===== src/rtl/ip_stack_pkg.sv =====
// Shared IP stack constants: protocol codes, TX arbiter state encoding and
// default gap / grant-timeout values.
package ip_stack_pkg;

    localparam logic [7:0]  PROTO_UDP  = 8'd17;
    localparam logic [7:0]  PROTO_ICMP = 8'd1;

    localparam logic [15:0] GAP_CYCLES_DEF    = 16'd12;
    localparam logic [15:0] GRANT_TIMEOUT_DEF = 16'd255;

    localparam logic [1:0]  ST_IDLE  = 2'd0;
    localparam logic [1:0]  ST_GRANT = 2'd1;
    localparam logic [1:0]  ST_XFER  = 2'd2;
    localparam logic [1:0]  ST_GAP   = 2'd3;

endpackage


===== src/rtl/ip_tx_arbiter_rr_arb2.sv =====
// Two-way round-robin pick: bit 0 = UDP, bit 1 = ICMP. On contention the
// source other than the most recently served one wins.
module rr_arb2 (
    input  logic [1:0] req,
    input  logic       served,
    output logic [1:0] pick
);

    always_comb begin
        pick = req;
        if (req == 2'b11) begin
            pick = served ? 2'b01 : 2'b10;
        end
    end

endmodule


===== src/rtl/ip_tx_arbiter.sv =====
// Arbitrates the UDP and ICMP sources onto the shared IP TX path, forwarding
// the owner's byte stream with one cycle of latency and a fixed inter-packet gap.
module ip_tx_arbiter
    import ip_stack_pkg::*;
#(
    parameter logic [7:0]  P_TYPE_UDP      = PROTO_UDP,
    parameter logic [7:0]  P_TYPE_ICMP     = PROTO_ICMP,
    parameter logic [15:0] P_GAP_CYCLES    = GAP_CYCLES_DEF,
    parameter logic [15:0] P_GRANT_TIMEOUT = GRANT_TIMEOUT_DEF
) (
    input  logic        i_clk,
    input  logic        i_rst,
    input  logic        i_udp_req,
    output logic        o_udp_grant,
    input  logic [7:0]  i_udp_data,
    input  logic [15:0] i_udp_len,
    input  logic        i_udp_last,
    input  logic        i_udp_valid,
    input  logic        i_icmp_req,
    output logic        o_icmp_grant,
    input  logic [7:0]  i_icmp_data,
    input  logic [15:0] i_icmp_len,
    input  logic        i_icmp_last,
    input  logic        i_icmp_valid,
    output logic [7:0]  o_send_data,
    output logic [7:0]  o_send_type,
    output logic [15:0] o_send_len,
    output logic        o_send_last,
    output logic        o_send_valid,
    output logic        o_busy,
    output logic        o_timeout
);

    logic [1:0]  state;
    logic        owner;      // 0 = UDP, 1 = ICMP
    logic        served;     // most recently served source
    logic [15:0] wait_cnt;
    logic [15:0] gap_cnt;
    logic [1:0]  pick;

    logic        src_req;
    logic        src_valid;
    logic        src_last;
    logic [7:0]  src_data;
    logic [15:0] src_len;
    logic        wait_hit;
    logic        gap_done;

    rr_arb2 u_rr_arb2 (
        .req    ({i_icmp_req, i_udp_req}),
        .served (served),
        .pick   (pick)
    );

    always_comb begin
        src_req   = owner ? i_icmp_req   : i_udp_req;
        src_valid = owner ? i_icmp_valid : i_udp_valid;
        src_last  = owner ? i_icmp_last  : i_udp_last;
        src_data  = owner ? i_icmp_data  : i_udp_data;
        src_len   = owner ? i_icmp_len   : i_udp_len;
        // 17-bit compares keep a zero parameter from wrapping the limit
        wait_hit  = ({1'b0, wait_cnt} + 17'd1) >= {1'b0, P_GRANT_TIMEOUT};
        gap_done  = ({1'b0, gap_cnt} + 17'd1) >= {1'b0, P_GAP_CYCLES};
        o_busy    = (state != ST_IDLE);
    end

    always_ff @(posedge i_clk) begin
        if (!i_rst) begin
            state        <= ST_IDLE;
            owner        <= 1'b0;
            served       <= 1'b1;
            wait_cnt     <= '0;
            gap_cnt      <= '0;
            o_udp_grant  <= 1'b0;
            o_icmp_grant <= 1'b0;
            o_send_data  <= '0;
            o_send_type  <= '0;
            o_send_len   <= '0;
            o_send_last  <= 1'b0;
            o_send_valid <= 1'b0;
            o_timeout    <= 1'b0;
        end else begin
            o_send_data  <= '0;
            o_send_last  <= 1'b0;
            o_send_valid <= 1'b0;
            o_timeout    <= 1'b0;
            case (state)
                ST_IDLE: begin
                    if (|pick) begin
                        state        <= ST_GRANT;
                        owner        <= pick[1];
                        o_udp_grant  <= pick[0];
                        o_icmp_grant <= pick[1];
                        o_send_type  <= pick[1] ? P_TYPE_ICMP : P_TYPE_UDP;
                        wait_cnt     <= '0;
                    end
                end
                ST_GRANT: begin
                    if (src_valid) begin
                        o_send_data  <= src_data;
                        o_send_valid <= 1'b1;
                        o_send_last  <= src_last;
                        o_send_len   <= src_len;
                        if (src_last) begin
                            state        <= ST_GAP;
                            gap_cnt      <= '0;
                            served       <= owner;
                            o_udp_grant  <= 1'b0;
                            o_icmp_grant <= 1'b0;
                        end else begin
                            state <= ST_XFER;
                        end
                    end else if (!src_req) begin
                        state        <= ST_IDLE;
                        o_udp_grant  <= 1'b0;
                        o_icmp_grant <= 1'b0;
                    end else if (wait_hit) begin
                        state        <= ST_GAP;
                        gap_cnt      <= '0;
                        served       <= owner;
                        o_timeout    <= 1'b1;
                        o_udp_grant  <= 1'b0;
                        o_icmp_grant <= 1'b0;
                    end else begin
                        wait_cnt <= wait_cnt + 16'd1;
                    end
                end
                ST_XFER: begin
                    o_send_data  <= src_data;
                    o_send_valid <= src_valid;
                    o_send_last  <= src_valid & src_last;
                    if (src_valid && src_last) begin
                        state        <= ST_GAP;
                        gap_cnt      <= '0;
                        served       <= owner;
                        o_udp_grant  <= 1'b0;
                        o_icmp_grant <= 1'b0;
                    end
                end
                default: begin
                    if (gap_done) begin
                        state <= ST_IDLE;
                    end else begin
                        gap_cnt <= gap_cnt + 16'd1;
                    end
                end
            endcase
        end
    end

endmodule


===== config.mk =====
export PLATFORM = sky130hd
export DESIGN_NAME = ip_tx_arbiter
export DESIGN_NICKNAME = d
export VERILOG_FILES = /design/src/rtl/ip_stack_pkg.sv /design/src/rtl/ip_tx_arbiter_rr_arb2.sv /design/src/rtl/ip_tx_arbiter.sv
export SDC_FILE = /design/constraint.sdc
export NUM_CORES = 1
export LEC_CHECK = 0
export CORE_UTILIZATION = 54
export DETAILED_ROUTE_END_ITERATION = 8
export PLACE_DENSITY = 0.95
export SLEW_MARGIN = 40
export SYNTH_ARGS = -nofsm -noshare
export SYNTH_HDL_FRONTEND = slang
export SYNTH_SLANG_ARGS = --single-unit

===== constraint.sdc =====
create_clock -name i_clk -period 7.2 [get_ports i_clk]
set_input_delay 1.44 -clock i_clk [delete_from_list [all_inputs] [get_ports i_clk]]
set_output_delay 1.44 -clock i_clk [all_outputs]
set_load 0.01 [all_outputs]

* After elaboration in Yosys (flattened, before gate mapping) *
Cells that the tools add are included.

storage, ports and cells
  register bits after elaboration = 73
  output and inout port bits = 38
  word-level logic and storage cells = 103

cells by class
  add/subtract/negate cells = 4
  magnitude comparators = 2
  equal/unequal tests = 13
  muxes and demuxes = 50
  bitwise logic cells = 5
  reductions and logical operators = 16

operators with widths
  operator                                                                              number
  16-bit two-way mux                                                                    11
  16-bit case mux with 3 select lines                                                   1
  16-bit by 1-bit adder with 17-bit output, second input constant                       2
  16-bit by 1-bit adder with 16-bit output, second input constant                       2
  16-bit case mux with 2 select lines                                                   1
  1-bit two-way mux                                                                     19
  17-bit by 4-bit greater-or-equal comparator with 1-bit output, second input constant  1
  17-bit by 8-bit greater-or-equal comparator with 1-bit output, second input constant  1
  2-bit two-way mux                                                                     8
  8-bit two-way mux                                                                     2
  8-bit case mux with 2 select lines                                                    1
  5-bit AND reduction                                                                   3
  2-bit != test, second input constant                                                  5
  3-bit != test, second input constant                                                  3
  1-bit case mux with 2 select lines                                                    3
  1-bit case mux with 3 select lines                                                    2
  2-bit case mux with 3 select lines                                                    1
  6-bit AND reduction                                                                   1
  2-bit nonzero test                                                                    3
  5-bit two-way mux                                                                     1
  2-bit == test, second input constant                                                  2
  4-bit != test, second input constant                                                  1
  1-bit inverter                                                                        4
  2-bit AND reduction                                                                   2
  10 further kinds                                                                      10

* Logic depth before layout (Yosys ltp) *
Gate-level depths: netlist (run 1).

  depth in word-level cells = 6
  gate-level depth with buffers = 11
  mapped depth without buffers = 9

* By module *
Synthesis (run 1) repeated with hierarchy kept, for this count alone.

second synthesis, totals
  cells, all modules = 462
  area, all modules = 3870.0 um^2

modules (own cells, without submodules)
  module         times used  cells each  area an instance (um^2)  seq. area each (um^2)
  ip_tx_arbiter  1           459         3851.2                   1341.3
  rr_arb2        1           3           18.8                     0.0

* Least setup slack after synthesis (run 1) *
No wires, ideal clock.

  kind = input port to flip-flop
  start = input i_udp_req
  end = register gap_cnt[12]
  data arrival time = 2846 ps
  data required time = 7083 ps
  slack = 4237 ps
  stages on the path = 8
  path buffers = 2
  cells stage by stage = inv_1 > o32a_1 > nand3_1 > o211a_1 > clkbuf_1 > buf_2 > o2111ai_1 > a32o_1

between the ends
  longest elaborated chain between the ends = 3

ends and longest elaborated chain
  what                                  RTL line              RTL
  start: declaration                    ip_tx_arbiter.sv:13   input logic i_udp_req,
  1-bit two-way mux                     ip_tx_arbiter.sv:56   src_req = owner ? i_icmp_req : i_udp_req;
  3-bit != test (no source line)        --
  6-bit AND reduction (no source line)  --
  end signal: assignment                ip_tx_arbiter.sv:144  gap_cnt <= gap_cnt + 16'd1;
  end: declaration                      ip_tx_arbiter.sv:38   logic [15:0] gap_cnt;

Every way passes these cells.
A chain may end at the register's enable or synchronous reset.

* Worst setup path in the final report (run 1) *
  start = input i_udp_req
  end = register gap_cnt[7]

The elaborated chain is that of the path after synthesis.

==> results of run 1 <==
[critical path: cells and delay by family]
| family | cells | cell delay (ns) |
|---|---|---|
| simple gates | 1 | 0.09 |
| buf+inv | 2 | 0.66 |
| compound gates | 4 | 1.55 |
[per-layer routing]
metal	part of all wire (%)	vias to the layer above	global-route usage [%]
li1	-	1837	-
met1	41	1827	36.40
met2	49	190	49.57
met3	6.2	45	5.048
met4	3.9	0	15.15
met5	0	-	0
[path summary, 6_finish.rpt]
| path | startpoint | to | cells past startpoint |
|---|---|---|---|
| worst max-delay path | i_udp_req | gap_cnt[7]$_SDFFE_PN0P_ | 7 |
| worst min-delay path | o_send_type[0]$_SDFFE_PN0P_ | o_send_type[0]$_SDFFE_PN0P_ | 2 |
| worst max register to register | gap_cnt[0]$_SDFFE_PN0P_ | gap_cnt[7]$_SDFFE_PN0P_ | 8 |
| worst min register to register | o_send_type[0]$_SDFFE_PN0P_ | o_send_type[0]$_SDFFE_PN0P_ | 2 |
[logic make-up after synthesis]
group | Yosys count
muxes | 33
other | 1
DFF | 67
xor gates and xnor gates | 8
and+or+nand+nor | 187
AOI/OAI and AO/OA | 103
adders and majority gates | 7
buffers and inverters | 52
[layout by cell type, fill, tap and decap left out, drive strengths merged, types with 12 or more instances in the layout]
| master | instances |
|---|---|
| clkdlybuf4s50 | 86 |
| dfxtp | 67 |
| nand2 | 35 |
| a32o | 12 |
| and2 | 12 |
| nand4 | 16 |
| mux2i | 32 |
| inv | 19 |
| nand3 | 14 |
| o21ai | 23 |
| nor3 | 15 |
| a211oi | 21 |
| nor2 | 48 |
[sequential cells by signal (all words and copies together), names as in the netlist]
name and count:
gap_cnt 16, o_send_len 16, wait_cnt 16, o_send_data 8
o_send_type 2, state 2, o_icmp_grant 1, o_send_last 1
o_send_valid 1, o_timeout 1, o_udp_grant 1, owner 1
served 1
[cell type report]
type                            instances  area [sq um]
Antenna cell                            1         2.502
Fill cell                             482          1922
Clock buffer                            9         123.9
Tap cell                               96         120.1
Inverter                               15         56.30
Clock inverter                          7         105.1
Multi-Input combinational cell        344          2291
Timing Repair Buffer                   87         865.8
Sequential cell                        67          1345
[per-stage QoR]
stage / hold WS, ns / setup WS [ns] / std cells
global route: 0.4787 / 3.636 / 626
CTS: 0.4598 / 3.594 / 625
detailed placement: 0.4469 / 3.235 / 609
floorplan: 0.4471 / 4.237 / 463
global placement: 0.4382 / 3.360 / 609
finish: 0.4606 / 3.685 / 626
[where the power goes]
part	internal [mW]	total [mW]	switching [mW]
Sequential	0.415	0.462	0.0464
Combinational	0.187	0.421	0.233
Clock	0.201	0.370	0.169
==> reports/results.ini, run 1 <==
[die]
die_h_um = 86.52
pin_count = 94
num_rows = 30
fp.dieW_um = 86.52
die-area_sq_um = 7486
start_util_pct = 56.47
core_sq_um = 6832

[sta]
rsz0062_at_grt = false
min_period_over_period_pct = 48.82
tightest_slew_ns = 0.7352
hold_viol_final = 0
slew_headroom_pct = 50.88
drv_slew = 0
setup_viol = 0
setup_tns_ns = 0
period_minus_slack_ns = 3.515
timing.fmax_mhz = 284.5
finClkSkew_ns = 0.01305

[synthesis]
syn_inst = 458
ys.flop_type = dfxtp_1
ys_ff_latch = 67
ys_types = 60
synth-compound-area-share_pct = 20.56
synth_most_common_cell = dfxtp_1
async_flop_share_pct = 0
yosys.area.top_type_share_pct = 34.77
synth_adder_area_share_pct = 2.271
synth_top_family_by_area = simple AND/OR/NAND/NOR gates
yosys.area_share.simple_pct = 25.27
synth.area.top_cells = dfxtp_1, mux2i_1, nor2_1, a211oi_1, nand2_1
synthXorXnorAreaFrac_pct = 1.816
yosys_warnings = 0
synth_edf_count = 0
synthTopCellsByCount = dfxtp_1, nor2_1, nand2_1
synth.area.mux_share_pct = 8.596
synth_top_area_cell = dfxtp_1
netlist_area_sq_um = 3857
avgSynthCellArea_sq_um = 8.422
ys_seq_area_share_pct = 34.77

[cts]
cts_tree = done
cts.clk_slew.worst_paths_ns = 0.09
cts-resized-gates = 0
htree_levels = 3
clk_latency_ns = 0.35
cts_buffers = 9
clock_path_buffers = 2
clock_sinks = 67
holdBufCountCts = 0
root_buffer = clkbuf_8
post_cts_buffers = 0

[route]
drc = 0
dr.pass1.iters = 5
viasPerCell = 6.228
wirelength_um = 10850
vias = 3899
drtIter0Drc = 293
detail-route-antenna-nets = 0
wl_per_cell_um = 17.34

[power]
peakVddDrop_mv = 0.2442
p_total_mw = 1.252
p_leak_nw = 1.748
powerDensity_nw_per_um2 = 255.0

[global_route]
grt_pass1_wl_um = 17360
grt_overflow = 0
grt_max_degree = 38
grt_pass1_vias = 3645
antenna_found_initial = 1
grt.total_usage_pct = 29.50

[setup_path]
cp.required_ns = 7.44
cp-start-kind = primary input
crit_chain = clkdlybuf4s50_1 -> inv_1 -> o32a_1 -> nand3_1 -> o211a_1 -> o2111ai_1 -> a32o_1
crit_arrival_ns = 3.75
slowest_stage = o211a_1
endpoint_kind = flop
cp_max_fo = 18
critPathKind = primary input to flop
critPathMaxStageDelay_ns = 0.57
reg2reg_slack_ns = 4.01

[worst_hold_path]
hp-class = flop to flop

[placement]
hpwl_um = 7045
dpl_cell_area_sq_um = 4677
port_buffers = 87
gp_congestion = 0.9119

[finish]
utilization_pct = 71.87
area_delta_synth_final_pct = 27.28
fin_area_sq_um = 4910
drive_above_1_share_pct = 5.482
final_nets = 587

[outcome]
status = completed

[job]
drv_cap = 0

(Power assumes the default switching activity.)
==> run 2: changes to the inputs <==
CORE_UTILIZATION = 50   (was 54)
PLACE_DENSITY = 0.9   (was 0.95)
clock period = 3.6 ns   (was 7.2 ns; I/O delays follow)
==> run 2 against run 1 <==
Final cell count rose by 0.96%. Combinational power rose by 110%. Register-to-register slack got worse by 3.5 ns. Clock power rose by 110%. Critical endpoint is now gap_cnt[2]$_SDFFE_PN0P_. Clock-buffer cell count rose by 1. Sequential share of layout area fell by 0.31 points.
==> reports/results.ini, run 2 (same netlist as run 1, synthesis figures left out) <==
[cts]
cts.clk_slew.worst_paths_ns = 0.07  ; -0.02 ns
holdBufCountCts = 0  ; unchanged
clock_path_buffers = 2  ; unchanged
post_cts_buffers = 0  ; unchanged
cts_tree = done
cts_buffers = 9  ; unchanged
cts-resized-gates = 0  ; unchanged
htree_levels = 3  ; unchanged
clk_latency_ns = 0.35  ; about the same
root_buffer = clkbuf_8
clock_sinks = 67  ; unchanged

[finish]
finalNonFillerCells = 632  ; +0.96%
reg_top3 = gap_cnt: 16 flops, o_send_len: 16 flops, wait_cnt: 16 flops
drive_above_1_share_pct = 5.816  ; +0.33 points
final_common_cell = clkdlybuf4s50_1
diodes = 0  ; -1
area_delta_synth_final_pct = 28.48
num-fill-cells = 579  ; +20%
final_nets = 591  ; +0.68%
final_cell_mix = clkdlybuf4s50_1, dfxtp_1, nor2_1, nand2_1, mux2i_1

[global_route]
grt_pass1_vias = 3601  ; -1.2%
grt_pass1_wl_um = 17060  ; -1.7%
grt.total_usage_pct = 25.65  ; -3.9 points
grt_overflow = 0  ; unchanged
grt_max_degree = 38  ; unchanged
antenna_found_initial = 0  ; -1

[sta]
finClkSkew_ns = 0.009966  ; -0.003079 ns
rsz0062_at_grt = false
min_period_over_period_pct = 85.65
drv_slew = 0  ; unchanged
hold_viol_final = 0  ; unchanged
slew_headroom_pct = 55.29  ; +4.4 points
timing.fmax_mhz = 324.3
tightest_slew_ns = 0.6696  ; -0.06564 ns
setup_viol = 0  ; unchanged
whs_ns = 0.4580  ; -0.002603 ns
period_minus_slack_ns = 3.083
setup_tns_ns = 0  ; unchanged

[die]
start_util_pct = 52.34  ; -4.1 points
num_rows = 31  ; +3.3%
die-area_sq_um = 8070  ; +7.8%
fp.dieW_um = 89.84  ; +3.8%
die_h_um = 89.84  ; +3.8%
pin_count = 94  ; unchanged
core_sq_um = 7370  ; +7.9%

[setup_path]
slowest_stage = or4_4
cp.required_ns = 3.89  ; -3.55 ns
critPathBufInv = 0  ; -2
path_delay_family = simple AND/OR/NAND/NOR gates
crit_arrival_ns = 3.37  ; -0.38 ns
endpoint_kind = flop
cp-start-kind = flop
critPathMaxStageDelay_ns = 0.51  ; -0.06 ns
crit_chain = ha_1 -> nand3_1 -> a221oi_1 -> o21ai_1 -> or4_4 -> o211ai_4 -> and4_4 -> a32o_1
cp_max_fo = 18  ; unchanged
critPathKind = flop to flop

[route]
vias = 3862  ; -0.95%
drtIter0Drc = 283  ; -3.4%
viasPerCell = 6.111  ; -1.9%
wl_per_cell_um = 16.23  ; -6.4%
dr.pass1.iters = 5  ; unchanged
drc = 0  ; unchanged
detail-route-antenna-nets = 0  ; unchanged
wirelength_um = 10260  ; -5.5%

[placement]
gp_congestion = 0.9366  ; +2.7%
post-place-cells = 616  ; +1.1%
port_buffers = 87  ; unchanged
hpwl_um = 7122  ; +1.1%

[worst_hold_path]
hp-class = flop to flop

[power]
clockPowerShare_pct = 30.5  ; +1.0 points
power_frac_comb_pct = 34.2  ; +0.6 points
p_switching_mw = 0.8441  ; +88%
peakVddDrop_mv = 0.2872  ; +18%
p_leak_nw = 1.780  ; +1.8%
p_sw_share_pct = 33.27  ; -2.5 points
sequentialPowerShare_pct = 35.3  ; -1.6 points
p_total_mw = 2.537  ; +100%
powerDensity_nw_per_um2 = 512.0  ; +100%
p_int_mw = 1.693  ; +110%

[outcome]
status = completed

[job]
drv_cap = 0  ; unchanged

-- run 2: stage by stage --
step / setup slack [ns] / instance area [sq um] / utilization [%]
2_1_floorplan: 0.8846 / 3876 / -
3_3_place_gp: 0.6963 / 4698 / 63.75
3_5_place_dp: 0.5255 / 4706 / 63.85
4_1_cts: 0.5546 / 4956 / 67.25
5_1_grt: 0.2389 / 4956 / 67.25
6_report: 0.5167 / 4956 / 67.25
-- run 2: final timing paths --
kind                                                   from                          end  slack (ns)  cells after the start
worst min register to register  o_send_type[0]$_SDFFE_PN0P_  o_send_type[0]$_SDFFE_PN0P_        0.46                      2
worst max-delay path                gap_cnt[0]$_SDFFE_PN0P_      gap_cnt[2]$_SDFFE_PN0P_        0.52                      8
worst max register to register      gap_cnt[0]$_SDFFE_PN0P_      gap_cnt[2]$_SDFFE_PN0P_        0.52                      8
worst min-delay path            o_send_type[0]$_SDFFE_PN0P_  o_send_type[0]$_SDFFE_PN0P_        0.46                      2
-- run 2: power groups by stage --
stage | combinational (mW) | clock (mW) | sequential, mW
6_report | 0.868 | 0.774 | 0.895
5_1_grt | 0.939 | 0.818 | 0.905
4_1_cts | 0.860 | 0.786 | 0.893
3_5_place_dp | 0.846 | 0 | 0.910
3_3_place_gp | 0.813 | 0 | 0.902
2_1_floorplan | 0.508 | 0 | 0.927
-- run 2: worst reg2reg max path, cell delays in order, from the launching register on --
cell and delay (ns):
dfxtp_1 0.39, ha_1 0.26, nand3_1 0.28, a221oi_1 0.38, o21ai_1 0.10, or4_4 0.51
o211ai_4 0.48, and4_4 0.46, a32o_1 0.17
-- run 2: area by class of cell --
class	instances	area (sq um)	share of cell area, %
multi-input cells	344	2282	46.05
flip-flops and latches	67	1343	27.09
clock buffers	10	137.6	2.777
inverters	15	56.30	1.136
well taps	99	123.9	2.499
repair buffers	91	900.9	18.18
clock inverters	6	112.6	2.272
-- run 2: routing by layer --
metal	part of all wire [%]	track usage, %
met4	2.4	10.66
met2	51	45.06
met5	0	0
met3	6.3	5.838
met1	40	29.93
==> run 3: changes to the inputs <==
SKIP_LAST_GASP = 1   (was not set)
==> results of run 3 <==
Final layout, timing and power as in run 2 (identical DEF).
